**src/rtl/lc3_pipe_pkg.sv**
```systemverilog
// Shared opcode constants, encodings and instruction-class helpers for the
// LC-3 pipeline controller.
package lc3_pipe_pkg;

   localparam logic [3:0] OP_BR  = 4'b0000;
   localparam logic [3:0] OP_ADD = 4'b0001;
   localparam logic [3:0] OP_LD  = 4'b0010;
   localparam logic [3:0] OP_ST  = 4'b0011;
   localparam logic [3:0] OP_AND = 4'b0101;
   localparam logic [3:0] OP_LDR = 4'b0110;
   localparam logic [3:0] OP_STR = 4'b0111;
   localparam logic [3:0] OP_NOT = 4'b1001;
   localparam logic [3:0] OP_LDI = 4'b1010;
   localparam logic [3:0] OP_STI = 4'b1011;
   localparam logic [3:0] OP_JMP = 4'b1100;
   localparam logic [3:0] OP_LEA = 4'b1110;

   localparam logic [1:0] MEM_READ     = 2'b00;
   localparam logic [1:0] MEM_READ_IND = 2'b01;
   localparam logic [1:0] MEM_WRITE    = 2'b10;
   localparam logic [1:0] MEM_IDLE     = 2'b11;

   localparam logic [1:0] FWD_RF   = 2'b00;
   localparam logic [1:0] FWD_EXEC = 2'b01;
   localparam logic [1:0] FWD_MEM  = 2'b10;

   typedef enum logic [1:0] {
      S_START = 2'b00,
      S_RUN   = 2'b01,
      S_MEM   = 2'b10,
      S_IND   = 2'b11
   } state_t;

   function automatic logic is_alu(input logic [3:0] op);
      return (op == OP_ADD) || (op == OP_AND) || (op == OP_NOT) || (op == OP_LEA);
   endfunction

   function automatic logic is_load(input logic [3:0] op);
      return (op == OP_LD) || (op == OP_LDR) || (op == OP_LDI);
   endfunction

   function automatic logic is_store(input logic [3:0] op);
      return (op == OP_ST) || (op == OP_STR) || (op == OP_STI);
   endfunction

   function automatic logic writes_reg(input logic [3:0] op);
      return is_alu(op) || is_load(op);
   endfunction

endpackage

```
**src/rtl/lc3_fwd_unit.sv**
```systemverilog
// Combinational operand-forwarding selects and load-use hazard detection
// for the instruction sitting in DECODE.
module lc3_fwd_unit
   import lc3_pipe_pkg::*;
#(
   parameter int INSTR_W = 16,
   parameter int REG_AW  = 3
) (
   input  logic [INSTR_W-1:0] ir_i,
   input  logic [INSTR_W-1:0] ir_exec_i,
   input  logic [INSTR_W-1:0] ir_mem_i,
   input  logic               valid_exec_i,
   input  logic               valid_mem_i,
   output logic [1:0]         fwd_sel_1_o,
   output logic [1:0]         fwd_sel_2_o,
   output logic               load_use_o
);

   localparam int OP_MSB  = INSTR_W - 1;
   localparam int DR_MSB  = INSTR_W - 5;
   localparam int SR1_MSB = DR_MSB - REG_AW;
   localparam int IMM_BIT = INSTR_W - 11;

   logic [3:0]        dec_op;
   logic [3:0]        exe_op;
   logic [3:0]        mem_op;
   logic [REG_AW-1:0] exe_dr;
   logic [REG_AW-1:0] mem_dr;
   logic              exe_can_fwd;
   logic              mem_can_fwd;
   logic              exe_is_load;

   logic [REG_AW-1:0] src   [2];
   logic              used  [2];
   logic [1:0]        sel   [2];
   logic              lu_hit[2];

   assign dec_op = ir_i[OP_MSB -: 4];
   assign exe_op = ir_exec_i[OP_MSB -: 4];
   assign mem_op = ir_mem_i[OP_MSB -: 4];
   assign exe_dr = ir_exec_i[DR_MSB -: REG_AW];
   assign mem_dr = ir_mem_i[DR_MSB -: REG_AW];

   // Only an ALU result exists at the end of EXECUTE; loads become forwardable from MEM.
   assign exe_can_fwd = valid_exec_i && is_alu(exe_op);
   assign mem_can_fwd = valid_mem_i && writes_reg(mem_op);
   assign exe_is_load = valid_exec_i && is_load(exe_op);

   assign src[0]  = ir_i[SR1_MSB -: REG_AW];
   assign used[0] = (dec_op == OP_ADD) || (dec_op == OP_AND) || (dec_op == OP_NOT) ||
                    (dec_op == OP_LDR) || (dec_op == OP_STR) || (dec_op == OP_JMP);

   // The second read port carries the store data register for stores.
   assign src[1]  = is_store(dec_op) ? ir_i[DR_MSB -: REG_AW] : ir_i[REG_AW-1:0];
   assign used[1] = (((dec_op == OP_ADD) || (dec_op == OP_AND)) && !ir_i[IMM_BIT]) ||
                    is_store(dec_op);

   genvar gi;
   generate
      for (gi = 0; gi < 2; gi++) begin : g_src
         always_comb begin
            sel[gi] = FWD_RF;
            if (used[gi] && exe_can_fwd && (exe_dr == src[gi])) begin
               sel[gi] = FWD_EXEC;
            end else if (used[gi] && mem_can_fwd && (mem_dr == src[gi])) begin
               sel[gi] = FWD_MEM;
            end
         end
         assign lu_hit[gi] = used[gi] && exe_is_load && (exe_dr == src[gi]);
      end
   endgenerate

   assign fwd_sel_1_o = sel[0];
   assign fwd_sel_2_o = sel[1];
   assign load_use_o  = lu_hit[0] || lu_hit[1];

   logic unused_bits;
   assign unused_bits = ^{ir_exec_i[SR1_MSB:0], ir_mem_i[SR1_MSB:0],
                          ir_i[IMM_BIT-1:REG_AW]};

endmodule

```
**src/rtl/lc3_pipe_ctrl.sv**
```systemverilog
// Five-stage LC-3 pipeline controller: stage enables, forwarding, stalls,
// branch flush and LDI/STI memory sequencing. Optional LC3_PIPE_PERF_CNT_EN adds perf counters.
module lc3_pipe_ctrl
   import lc3_pipe_pkg::*;
#(
   parameter int INSTR_W     = 16,
   parameter int REG_AW      = 3,
   parameter int MEM_TIMEOUT = 31
) (
   input  logic               clock,
   input  logic               reset,
   input  logic               complete_instr,
   input  logic               complete_data,
   input  logic [INSTR_W-1:0] IR,
   input  logic [INSTR_W-1:0] IR_Exec,
   input  logic [INSTR_W-1:0] IR_Mem,
   input  logic               valid_exec,
   input  logic               valid_mem,
   input  logic [2:0]         psr,
   output logic               enable_updatePC,
   output logic               enable_fetch,
   output logic               enable_decode,
   output logic               enable_execute,
   output logic               enable_writeback,
   output logic [1:0]         fwd_sel_1,
   output logic [1:0]         fwd_sel_2,
   output logic [1:0]         mem_state,
   output logic               br_taken,
   output logic               flush,
   output logic               stall,
   output logic               mem_timeout_err
`ifdef LC3_PIPE_PERF_CNT_EN
   ,
   output logic [15:0]        stall_cycles,
   output logic [15:0]        flush_count
`endif
);

   localparam int CNT_W  = $clog2(MEM_TIMEOUT + 1);
   localparam int OP_MSB = INSTR_W - 1;
   localparam int CC_MSB = INSTR_W - 5;

   state_t            state_q, state_d;
   logic [1:0]        mem_state_q, mem_state_d;
   logic [CNT_W-1:0]  cnt_q, cnt_d;
   logic              err_q, err_d;
   logic              done_q, done_d;

   logic [3:0]        exe_op;
   logic [3:0]        mem_op;
   logic              mem_is_ls;
   logic              br_cond;
   logic              load_use;
   logic [1:0]        fwd1_w, fwd2_w;

   logic              en_upc, en_fetch, en_dec, en_exe, en_wb;
   logic              br_o, flush_o, stall_o;

   lc3_fwd_unit #(
      .INSTR_W (INSTR_W),
      .REG_AW  (REG_AW)
   ) u_fwd (
      .ir_i         (IR),
      .ir_exec_i    (IR_Exec),
      .ir_mem_i     (IR_Mem),
      .valid_exec_i (valid_exec),
      .valid_mem_i  (valid_mem),
      .fwd_sel_1_o  (fwd1_w),
      .fwd_sel_2_o  (fwd2_w),
      .load_use_o   (load_use)
   );

   assign exe_op    = IR_Exec[OP_MSB -: 4];
   assign mem_op    = IR_Mem[OP_MSB -: 4];
   assign mem_is_ls = valid_mem && (is_load(mem_op) || is_store(mem_op));
   assign br_cond   = valid_exec &&
                      (((exe_op == OP_BR) && |(IR_Exec[CC_MSB -: 3] & psr)) ||
                       (exe_op == OP_JMP));

   always_comb begin
      state_d     = state_q;
      mem_state_d = mem_state_q;
      cnt_d       = cnt_q;
      err_d       = err_q;
      done_d      = done_q;
      en_upc      = 1'b0;
      en_fetch    = 1'b0;
      en_dec      = 1'b0;
      en_exe      = 1'b0;
      en_wb       = 1'b0;
      br_o        = 1'b0;
      flush_o     = 1'b0;
      stall_o     = 1'b0;

      unique case (state_q)
         S_START: begin
            state_d = S_RUN;
         end
         S_RUN: begin
            en_fetch = 1'b1;
            // done_q marks the access already serviced for the op still held in MEM.
            if (mem_is_ls && !done_q) begin
               stall_o     = 1'b1;
               state_d     = S_MEM;
               mem_state_d = (is_store(mem_op) && (mem_op != OP_STI)) ? MEM_WRITE : MEM_READ;
            end else begin
               en_exe = 1'b1;
               en_wb  = 1'b1;
               done_d = 1'b0;
               if (br_cond) begin
                  br_o    = 1'b1;
                  flush_o = 1'b1;
                  en_upc  = 1'b1;
               end else if (load_use) begin
                  stall_o = 1'b1;
               end else begin
                  en_upc = complete_instr;
                  en_dec = complete_instr;
               end
            end
         end
         S_MEM, S_IND: begin
            en_fetch = 1'b1;
            stall_o  = 1'b1;
            if (complete_data) begin
               if ((state_q == S_MEM) && (mem_op == OP_LDI)) begin
                  state_d     = S_IND;
                  mem_state_d = MEM_READ_IND;
               end else if ((state_q == S_MEM) && (mem_op == OP_STI)) begin
                  state_d     = S_IND;
                  mem_state_d = MEM_WRITE;
               end else begin
                  state_d     = S_RUN;
                  mem_state_d = MEM_IDLE;
                  done_d      = 1'b1;
               end
            end else if (cnt_q == CNT_W'(MEM_TIMEOUT - 1)) begin
               err_d       = 1'b1;
               state_d     = S_RUN;
               mem_state_d = MEM_IDLE;
               done_d      = 1'b1;
            end else begin
               cnt_d = cnt_q + CNT_W'(1);
            end
         end
         default: begin
            state_d = S_START;
         end
      endcase

      if (state_d != state_q) begin
         cnt_d = '0;
      end
   end

   always_ff @(posedge clock) begin
      if (reset) begin
         state_q     <= S_START;
         mem_state_q <= MEM_IDLE;
         cnt_q       <= '0;
         err_q       <= 1'b0;
         done_q      <= 1'b0;
      end else begin
         state_q     <= state_d;
         mem_state_q <= mem_state_d;
         cnt_q       <= cnt_d;
         err_q       <= err_d;
         done_q      <= done_d;
      end
   end

   assign enable_updatePC  = en_upc   && !reset;
   assign enable_fetch     = en_fetch && !reset;
   assign enable_decode    = en_dec   && !reset;
   assign enable_execute   = en_exe   && !reset;
   assign enable_writeback = en_wb    && !reset;
   assign br_taken         = br_o     && !reset;
   assign flush            = flush_o  && !reset;
   assign stall            = stall_o  && !reset;
   assign fwd_sel_1        = reset ? FWD_RF : fwd1_w;
   assign fwd_sel_2        = reset ? FWD_RF : fwd2_w;
   assign mem_state        = mem_state_q;
   assign mem_timeout_err  = err_q;

`ifdef LC3_PIPE_PERF_CNT_EN
   logic [15:0] stall_cnt_q, stall_cnt_d;
   logic [15:0] flush_cnt_q, flush_cnt_d;

   always_comb begin
      stall_cnt_d = stall_cnt_q;
      flush_cnt_d = flush_cnt_q;
      if (stall && (stall_cnt_q != 16'hFFFF)) begin
         stall_cnt_d = stall_cnt_q + 16'd1;
      end
      if (flush && (flush_cnt_q != 16'hFFFF)) begin
         flush_cnt_d = flush_cnt_q + 16'd1;
      end
   end

   always_ff @(posedge clock) begin
      if (reset) begin
         stall_cnt_q <= '0;
         flush_cnt_q <= '0;
      end else begin
         stall_cnt_q <= stall_cnt_d;
         flush_cnt_q <= flush_cnt_d;
      end
   end

   assign stall_cycles = stall_cnt_q;
   assign flush_count  = flush_cnt_q;
`endif

endmodule

```
**config.mk**
```make
export PLATFORM = sky130hd
export DESIGN_NAME = lc3_pipe_ctrl
export DESIGN_NICKNAME = d
export VERILOG_FILES = /design/src/rtl/lc3_pipe_pkg.sv /design/src/rtl/lc3_fwd_unit.sv /design/src/rtl/lc3_pipe_ctrl.sv
export SDC_FILE = /design/constraint.sdc
export NUM_CORES = 1
export LEC_CHECK = 0
export BUFFER_PORTS_ARGS = -buffer_cell sky130_fd_sc_hd__buf_2
export CAP_MARGIN = 10
export CORE_ASPECT_RATIO = 1.4
export CORE_UTILIZATION = 45
export CTS_BUF_LIST = sky130_fd_sc_hd__clkbuf_16
export CTS_CLUSTER_DIAMETER = 120
export DETAILED_ROUTE_END_ITERATION = 7
export GPL_TIMING_DRIVEN = 0
export PLACE_DENSITY = 0.92
export SETUP_SLACK_MARGIN = 0.02
export SLEW_MARGIN = 10
export SYNTH_ARGS = -nofsm -noshare
export SYNTH_HDL_FRONTEND = slang
export SYNTH_SLANG_ARGS = --single-unit
export TNS_END_PERCENT = 5
```
**constraint.sdc**
```tcl
create_clock -name clock -period 4.18 [get_ports clock]
set_input_delay 0.836 -clock clock [delete_from_list [all_inputs] [get_ports clock]]
set_output_delay 0.836 -clock clock [all_outputs]
set_load 0.005 [all_outputs]
```
==> summary.txt, run 1 <==
Status
  – Status: finished clean

Cells and area
  – Multi-input gate area: between 800 and 900 um2
  – Final net count: about 260
  – Antenna diode count: 0
  – Register Area: between 200 and 250 um2
  – Layout cells sized above 1: 0.342
  – Post-Layout Inst Area: between 0.001 and 0.0015 mm2
  – Filler instances: between 200 and 250
  – Synth-to-Final Area Change: 32.5%
  – Fin cells: roughly 220
  – Final core utilization: 0.654

Timing
  – Worst Skew: between 0.0015 and 0.002 ns
  – Final slew viol count: 0
  – Max-slew headroom: 0.482
  – Final setup TNS: 0 ns
  – Tmin final: about 3.4 ns
  – Least-Margin Pin Slew: a little under 0.8 ns
  – RSZ-0062 raised after global routing: no
  – Crit share post-route: 0.815
  – Fmax: 0.294 GHz
  – # setup viols final: 0
  – Final hold vios: 0

Synthesis
  – Synthesized instance count: 144
  – Distinct cells, synth: a little under 50
  – Post-synth EDFFs: 0
  – Async S/R FF share, synth: 0
  – Most used DFF post-synth: dfxtp_1
  – Number of synthesized register bits: 11
  – Synth Area per Inst: approximately 7.7 um2
  – Yosys warnings: 0
  – Synthesized Nets: between 200 and 250
  – Seq/Total Area, Yosys: 0.198
  – Cell Area, Synth: 0.00111 mm2

GRT
  – Largest net degree at the start of global routing: 11
  – First-pass GRT wire length: 4.24 mm
  – Vias in the first global route: 1099
  – Gr usage total: 0.211
  – Initial antenna violation count: 0
  – Total gr overflow: 0

Floorplanning
  – I/O Pins: between 70 and 80
  – Row count: 20
  – DIE WIDTH: ~44 um
  – Full die area: roughly 0.0027 mm2
  – Chip height: about 61 um
  – Initial Util: 0.493
  – Core Region: ~0.0023 mm2

Clock tree
  – Clk Tree Root Cell: clkbuf_16
  – Clock tree buffer depth: 2
  – Worst-skew pair later-pin latency: around 0.24 ns
  – Setup bufs post-CTS: 0
  – Depth of the CTS H-tree: 1
  – Hold Buf Count CTS: 0
  – Clock Sink Count: 11
  – TritonCTS clock tree: yes
  – TritonCTS buffer count: 3
  – Clk slew on worst S/H paths: 0.04 ns
  – Post-CTS sizing: 0

Place
  – Port buffer count: between 50 and 60
  – Cell Area, Placed: 0.00139 mm2
  – Hpwl dp: about 2.3 mm
  – Placer congestion estimate: about 0.76
  – Placed insts: between 200 and 250

Routing
  – Final WL: around 2.7 mm
  – Vias per cell: ~5.8
  – Pre-Repair DR Iteration Count: 6
  – Routed wire per std cell: ~12 um
  – Starting DRT DRC Count: 39
  – DR vias: about 1300
  – Post-route ant nets: 0
  – # DRC: 0

Hold path
  – Hold Crit Class: reg -> reg

Setup path
  – Required time of the critical path: 3.34 ns
  – Critical Path End Type: primary output
  – Setup CP Type: in -> out
  – Critical path arrival: 2.57 ns
  – Critical path launch point type: input pin
  – Crit Path Max Fanout: 10

Run
  – Max cap viols: 0

Pwr
  – P_leak: a little under 0.7 nW
  – Pwr/cell area: approximately 260 mW/mm2
  – Peak supply drop: between 0.00015 and 0.0002 V
  – Post-layout total power: 0.000380 W
per-stage QoR:
stage / worst slack, ns / hold slack (ns)
2_1_floorplan: 1.16 / 0.443
3_3_place_gp: 0.787 / 0.447
3_5_place_dp: 0.781 / 0.455
4_1_cts: 0.782 / 0.468
5_1_grt: 0.625 / 0.494
6_report: 0.774 / 0.460
report_power, final:
| group | switching [W] | internal [W] | total (W) |
|---|---|---|---|
| clock | 0.0000493 | 0.000126 | 0.000175 |
| combinational | 0.0000490 | 0.0000456 | 0.0000946 |
| sequential | 0.00000133 | 0.000109 | 0.000110 |
sequential cells by signal, summed over array words and instances (netlist names):
name             cells
mem_timeout_err      1
cnt_q                5
state_q              2
mem_state            2
done_q               1
synthesized netlist by cell type (2+ instances only):
library cell,number,area share
ha_1,2,0.023
dfxtp_1,11,0.20
nor2b_1,5,0.028
inv_1,4,0.014
a21boi_0,2,0.014
xnor2_1,8,0.063
a211o_1,2,0.016
nand4_1,5,0.028
nand3_1,3,0.014
nor3b_1,3,0.020
clkbuf_1,5,0.017
a21oi_1,4,0.018
a31oi_1,2,0.011
o2111ai_1,2,0.016
or2_2,2,0.011
o21a_1,2,0.014
a211oi_1,3,0.020
xor2_1,6,0.047
mux2i_1,2,0.018
buf_4,2,0.014
nand2b_1,2,0.011
and2_1,2,0.011
o21ai_0,6,0.027
nor3_1,4,0.018
nand2_1,14,0.047
nor2_1,13,0.044
a221oi_1,2,0.016
nand4b_1,3,0.024
and3b_1,3,0.024
critical path, stage by stage:
cell	delay [ns]
buf_2	0.13
a21boi_4	0.25
a21boi_0	0.18
or4_4	0.44
a211oi_2	0.38
nor3b_2	0.22
buf_2	0.13
layout make-up:
cell class,count,area share
Buffer,7,0.0229
Clock buffer,3,0.0510
Clock inverter,1,0.00255
Inverter,4,0.0102
Multi-Input combinational cell,122,0.572
Sequential cell,11,0.150
Tap cell,22,0.0187
Timing Repair Buffer,51,0.173
worst paths after layout:
kind	start	end	slack, ns	cells past startpoint
max	IR[14]	fwd_sel_2[0]	0.77	7
min	mem_timeout_err	mem_timeout_err	0.46	2
min reg2reg	mem_timeout_err	mem_timeout_err	0.46	2
max reg2reg	state_q[1]	mem_state[1]	2.29	6
layer usage:
layer  vias up  part of all wire  global-route usage
li1        641                 -                   -
met1       587              0.39               0.209
met2        42              0.55               0.409
met3         8             0.040              0.0298
met4         0             0.022               0.126
met5         -                 0                   0
logic make-up (layout without fill, tap and decap cells):
kind of cell / Yosys count / count (layout) / synth area share
DFF: 11 / 11 / 0.198
adders and majority gates: 2 / 2 / 0.0225
muxes: 2 / 2 / 0.0180
and+or+nand+nor: 69 / 69 / 0.367
xor gates and xnor gates: 14 / 14 / 0.110
buffers and inverters: 11 / 66 / 0.0439
AOI/OAI and AO/OA: 35 / 35 / 0.240
cells in the final DEF (no fill, tap or decap), types with 4 or more instances in the layout:
cell / Yosys / layout
xnor2_1: 8 / 8
xor2_1: 6 / 6
dfxtp_1: 11 / 11
a21oi_1: 4 / 4
inv_1: 4 / 5
nor2b_1: 5 / 5
nor3_1: 4 / 4
nand2_1: 14 / 14
nand4_1: 5 / 5
nor2_1: 13 / 13
o21ai_0: 6 / 6
clkbuf_1: 5 / 5
buf_2: 0 / 51
(Power assumes the default switching activity.)
==> inputs of run 2 (changes only) <==
--- a/config.mk
+++ b/config.mk
@@ -8,12 +8,12 @@
 export BUFFER_PORTS_ARGS = -buffer_cell sky130_fd_sc_hd__buf_2
 export CAP_MARGIN = 10
 export CORE_ASPECT_RATIO = 1.4
-export CORE_UTILIZATION = 45
+export CORE_UTILIZATION = 42
 export CTS_BUF_LIST = sky130_fd_sc_hd__clkbuf_16
 export CTS_CLUSTER_DIAMETER = 120
 export DETAILED_ROUTE_END_ITERATION = 7
 export GPL_TIMING_DRIVEN = 0
-export PLACE_DENSITY = 0.92
+export PLACE_DENSITY = 0.87
 export SETUP_SLACK_MARGIN = 0.02
 export SLEW_MARGIN = 10
 export SYNTH_ARGS = -nofsm -noshare
==> constraint.sdc (replaced) <==
create_clock -name clock -period 3.5 [get_ports clock]
set_input_delay 0.7 -clock clock [delete_from_list [all_inputs] [get_ports clock]]
set_output_delay 0.7 -clock clock [all_outputs]
set_load 0.005 [all_outputs]
==> run 2 against run 1 <==
Effect of this change:
- first-iteration DRC count fell by 36%
- via count fell by 1.2%
- critical endpoint unchanged
- global-route usage fell by 1.7 points
- critical path type unchanged
- core utilization fell by 4.5 points
==> summary.txt, run 2 (same netlist as run 1, synthesis figures left out) <==
Status
  – Status: finished clean

Cells and area
  – Leading cell type in the layout, fill and taps excluded: buf_2
  – Multi-input gate area: 842 um2 (unchanged)
  – Final net count: 259 (unchanged)
  – Most frequent cells in the layout: 51 x buf_2, 14 x nand2_1, 13 x nor2_1, 11 x dfxtp_1, 8 x xnor2_1
  – Layout cells sized above 1: 0.342 (unchanged)
  – Filler instances: 248 (+21%)
  – Max reg flops: 5 (unchanged)
  – Reg with most FFs: cnt_q
  – Post-Layout Inst Area: 0.00149 mm2 (+1.0%)
  – Final core utilization: 0.609 (-0.0451)
  – Antenna diode count: 0 (unchanged)
  – Register Area: 220 um2 (unchanged)
  – Synth-to-Final Area Change: 33.9%

Pwr
  – Clk pwr share: 0.460 (about the same)
  – Post-layout total power: 0.000453 W (+19%)
  – Pwr/cell area: 305 mW/mm2 (+18%)
  – Net Sw Power: 0.000118 W (+19%)
  – Logic pwr share: 0.249 (about the same)
  – Int Pwr: 0.000335 W (+19%)
  – Sw frac: 0.261 (-0.000764)
  – Reg power frac: 0.291 (about the same)
  – Peak supply drop: 0.000179 V (+2.4%)
  – P_leak: 0.686 nW (unchanged)

Clock tree
  – Setup bufs post-CTS: 0 (unchanged)
  – Clk slew on worst S/H paths: 0.04 ns (about the same)
  – Clk Tree Root Cell: clkbuf_16
  – Clock Sink Count: 11 (unchanged)
  – TritonCTS clock tree: yes
  – Clock tree buffer depth: 2 (unchanged)
  – TritonCTS buffer count: 3 (unchanged)
  – Depth of the CTS H-tree: 1 (unchanged)
  – Hold Buf Count CTS: 0 (unchanged)
  – Worst-skew pair later-pin latency: 0.24 ns (about the same)
  – Post-CTS sizing: 0 (unchanged)

Timing
  – Crit share post-route: 0.894
  – # setup viols final: 0 (unchanged)
  – Max-slew headroom: 0.485 (+0.00320)
  – Final setup TNS: 0 ns (unchanged)
  – RSZ-0062 raised after global routing: no
  – Final slew viol count: 0 (unchanged)
  – Tmin final: 3.13 ns
  – Fmax: between 0.3 and 0.4 GHz
  – Final hold vios: 0 (unchanged)
  – Worst Skew: 0.00157 ns (+0.0000529 ns)
  – Least-Margin Pin Slew: 0.765 ns (-0.00476 ns)
  – Hold_ws: 0.464 ns (+0.00341 ns)

Setup path
  – Critical Path End Type: primary output
  – R2R setup slack: 1.65 ns (-0.64 ns)
  – Critical path launch point type: input pin
  – Critical path arrival: 2.43 ns (-0.14 ns)
  – Crit Path Max Fanout: 10 (unchanged)
  – Setup CP Type: in -> out
  – Required time of the critical path: 2.80 ns (-0.54 ns)

Place
  – Placer congestion estimate: 0.835 (+9.9%)
  – Cell Area, Placed: 0.00141 mm2 (+1.1%)
  – Port buffer count: 51 (unchanged)
  – Hpwl dp: 2.20 mm (-2.3%)

Routing
  – Pre-Repair DR Iteration Count: 4 (-2)
  – Starting DRT DRC Count: 25 (-36%)
  – DR vias: 1263 (-1.2%)
  – # DRC: 0 (unchanged)
  – Routed wire per std cell: 11.6 um (-4.4%)
  – Vias per cell: 5.42 (-6.3%)
  – Final WL: 2.70 mm (+0.78%)
  – Post-route ant nets: 0 (unchanged)

Floorplanning
  – Full die area: 0.00286 mm2 (+6.9%)
  – DIE WIDTH: 45.5 um (+3.4%)
  – Core Region: 0.00244 mm2 (+8.5%)
  – I/O Pins: 72 (unchanged)
  – Row count: 21 (+5.0%)
  – Initial Util: 0.455 (-0.0386)
  – Chip height: 62.9 um (+3.4%)

GRT
  – Vias in the first global route: 1075 (-2.2%)
  – Total gr overflow: 0 (unchanged)
  – Gr usage total: 0.194 (-0.0174)
  – Largest net degree at the start of global routing: 11 (unchanged)
  – First-pass GRT wire length: 4.14 mm (-2.3%)
  – Initial antenna violation count: 0 (unchanged)

Hold path
  – Hold Crit Class: reg -> reg

Run
  – Max cap viols: 0 (unchanged)
[run 2: routing by layer]
metal / GRT usage / wire [um] / vias up
met4: 0.125 / 64 / 0
met3: 0.0318 / 134 / 6
li1: - / - / 641
met5: 0 / 0 / -
met2: 0.343 / 1400 / 49
met1: 0.194 / 1100 / 567
[run 2: path summary, 6_finish.rpt]
check                                    end  cells after the start      from
worst max register to register        done_q                      8  cnt_q[0]
worst max-delay path            fwd_sel_2[0]                      7    IR[14]
worst min register to register        done_q                      2    done_q
worst min-delay path                  done_q                      2    done_q
[run 2: power by group through the flow]
| stage | clock [W] | sequential (W) | combinational (W) |
|---|---|---|---|
| floorplan | 0 | 0.000134 | 0.0000658 |
| global placement | 0 | 0.000134 | 0.000110 |
| detailed placement | 0 | 0.000134 | 0.000113 |
| CTS | 0.000214 | 0.000132 | 0.000113 |
| global route | 0.000219 | 0.000132 | 0.000125 |
| finish | 0.000209 | 0.000132 | 0.000113 |
[run 2: layout make-up]
cell class,instances,share of cell area
Clock inverter,1,0.00252
Multi-Input combinational cell,122,0.566
Timing Repair Buffer,51,0.172
Buffer,7,0.0227
Sequential cell,11,0.148
Inverter,4,0.0101
Clock buffer,3,0.0505
Tap cell,34,0.0286
[run 2: worst max-delay path: stages]
cell and delay [ns]:
buf_2 0.13, a21boi_4 0.25, o21ai_1 0.11, or4_4 0.51, a211oi_2 0.38, nor3b_2 0.21
buf_2 0.13
[run 2: stage by stage]
stage | setup slack, ns | std cells
after detailed placement | 0.376 | 229
after global routing | 0.285 | 233
after floorplan | 0.754 | 144
after global placement | 0.388 | 229
after CTS | 0.377 | 233
final | 0.369 | 233
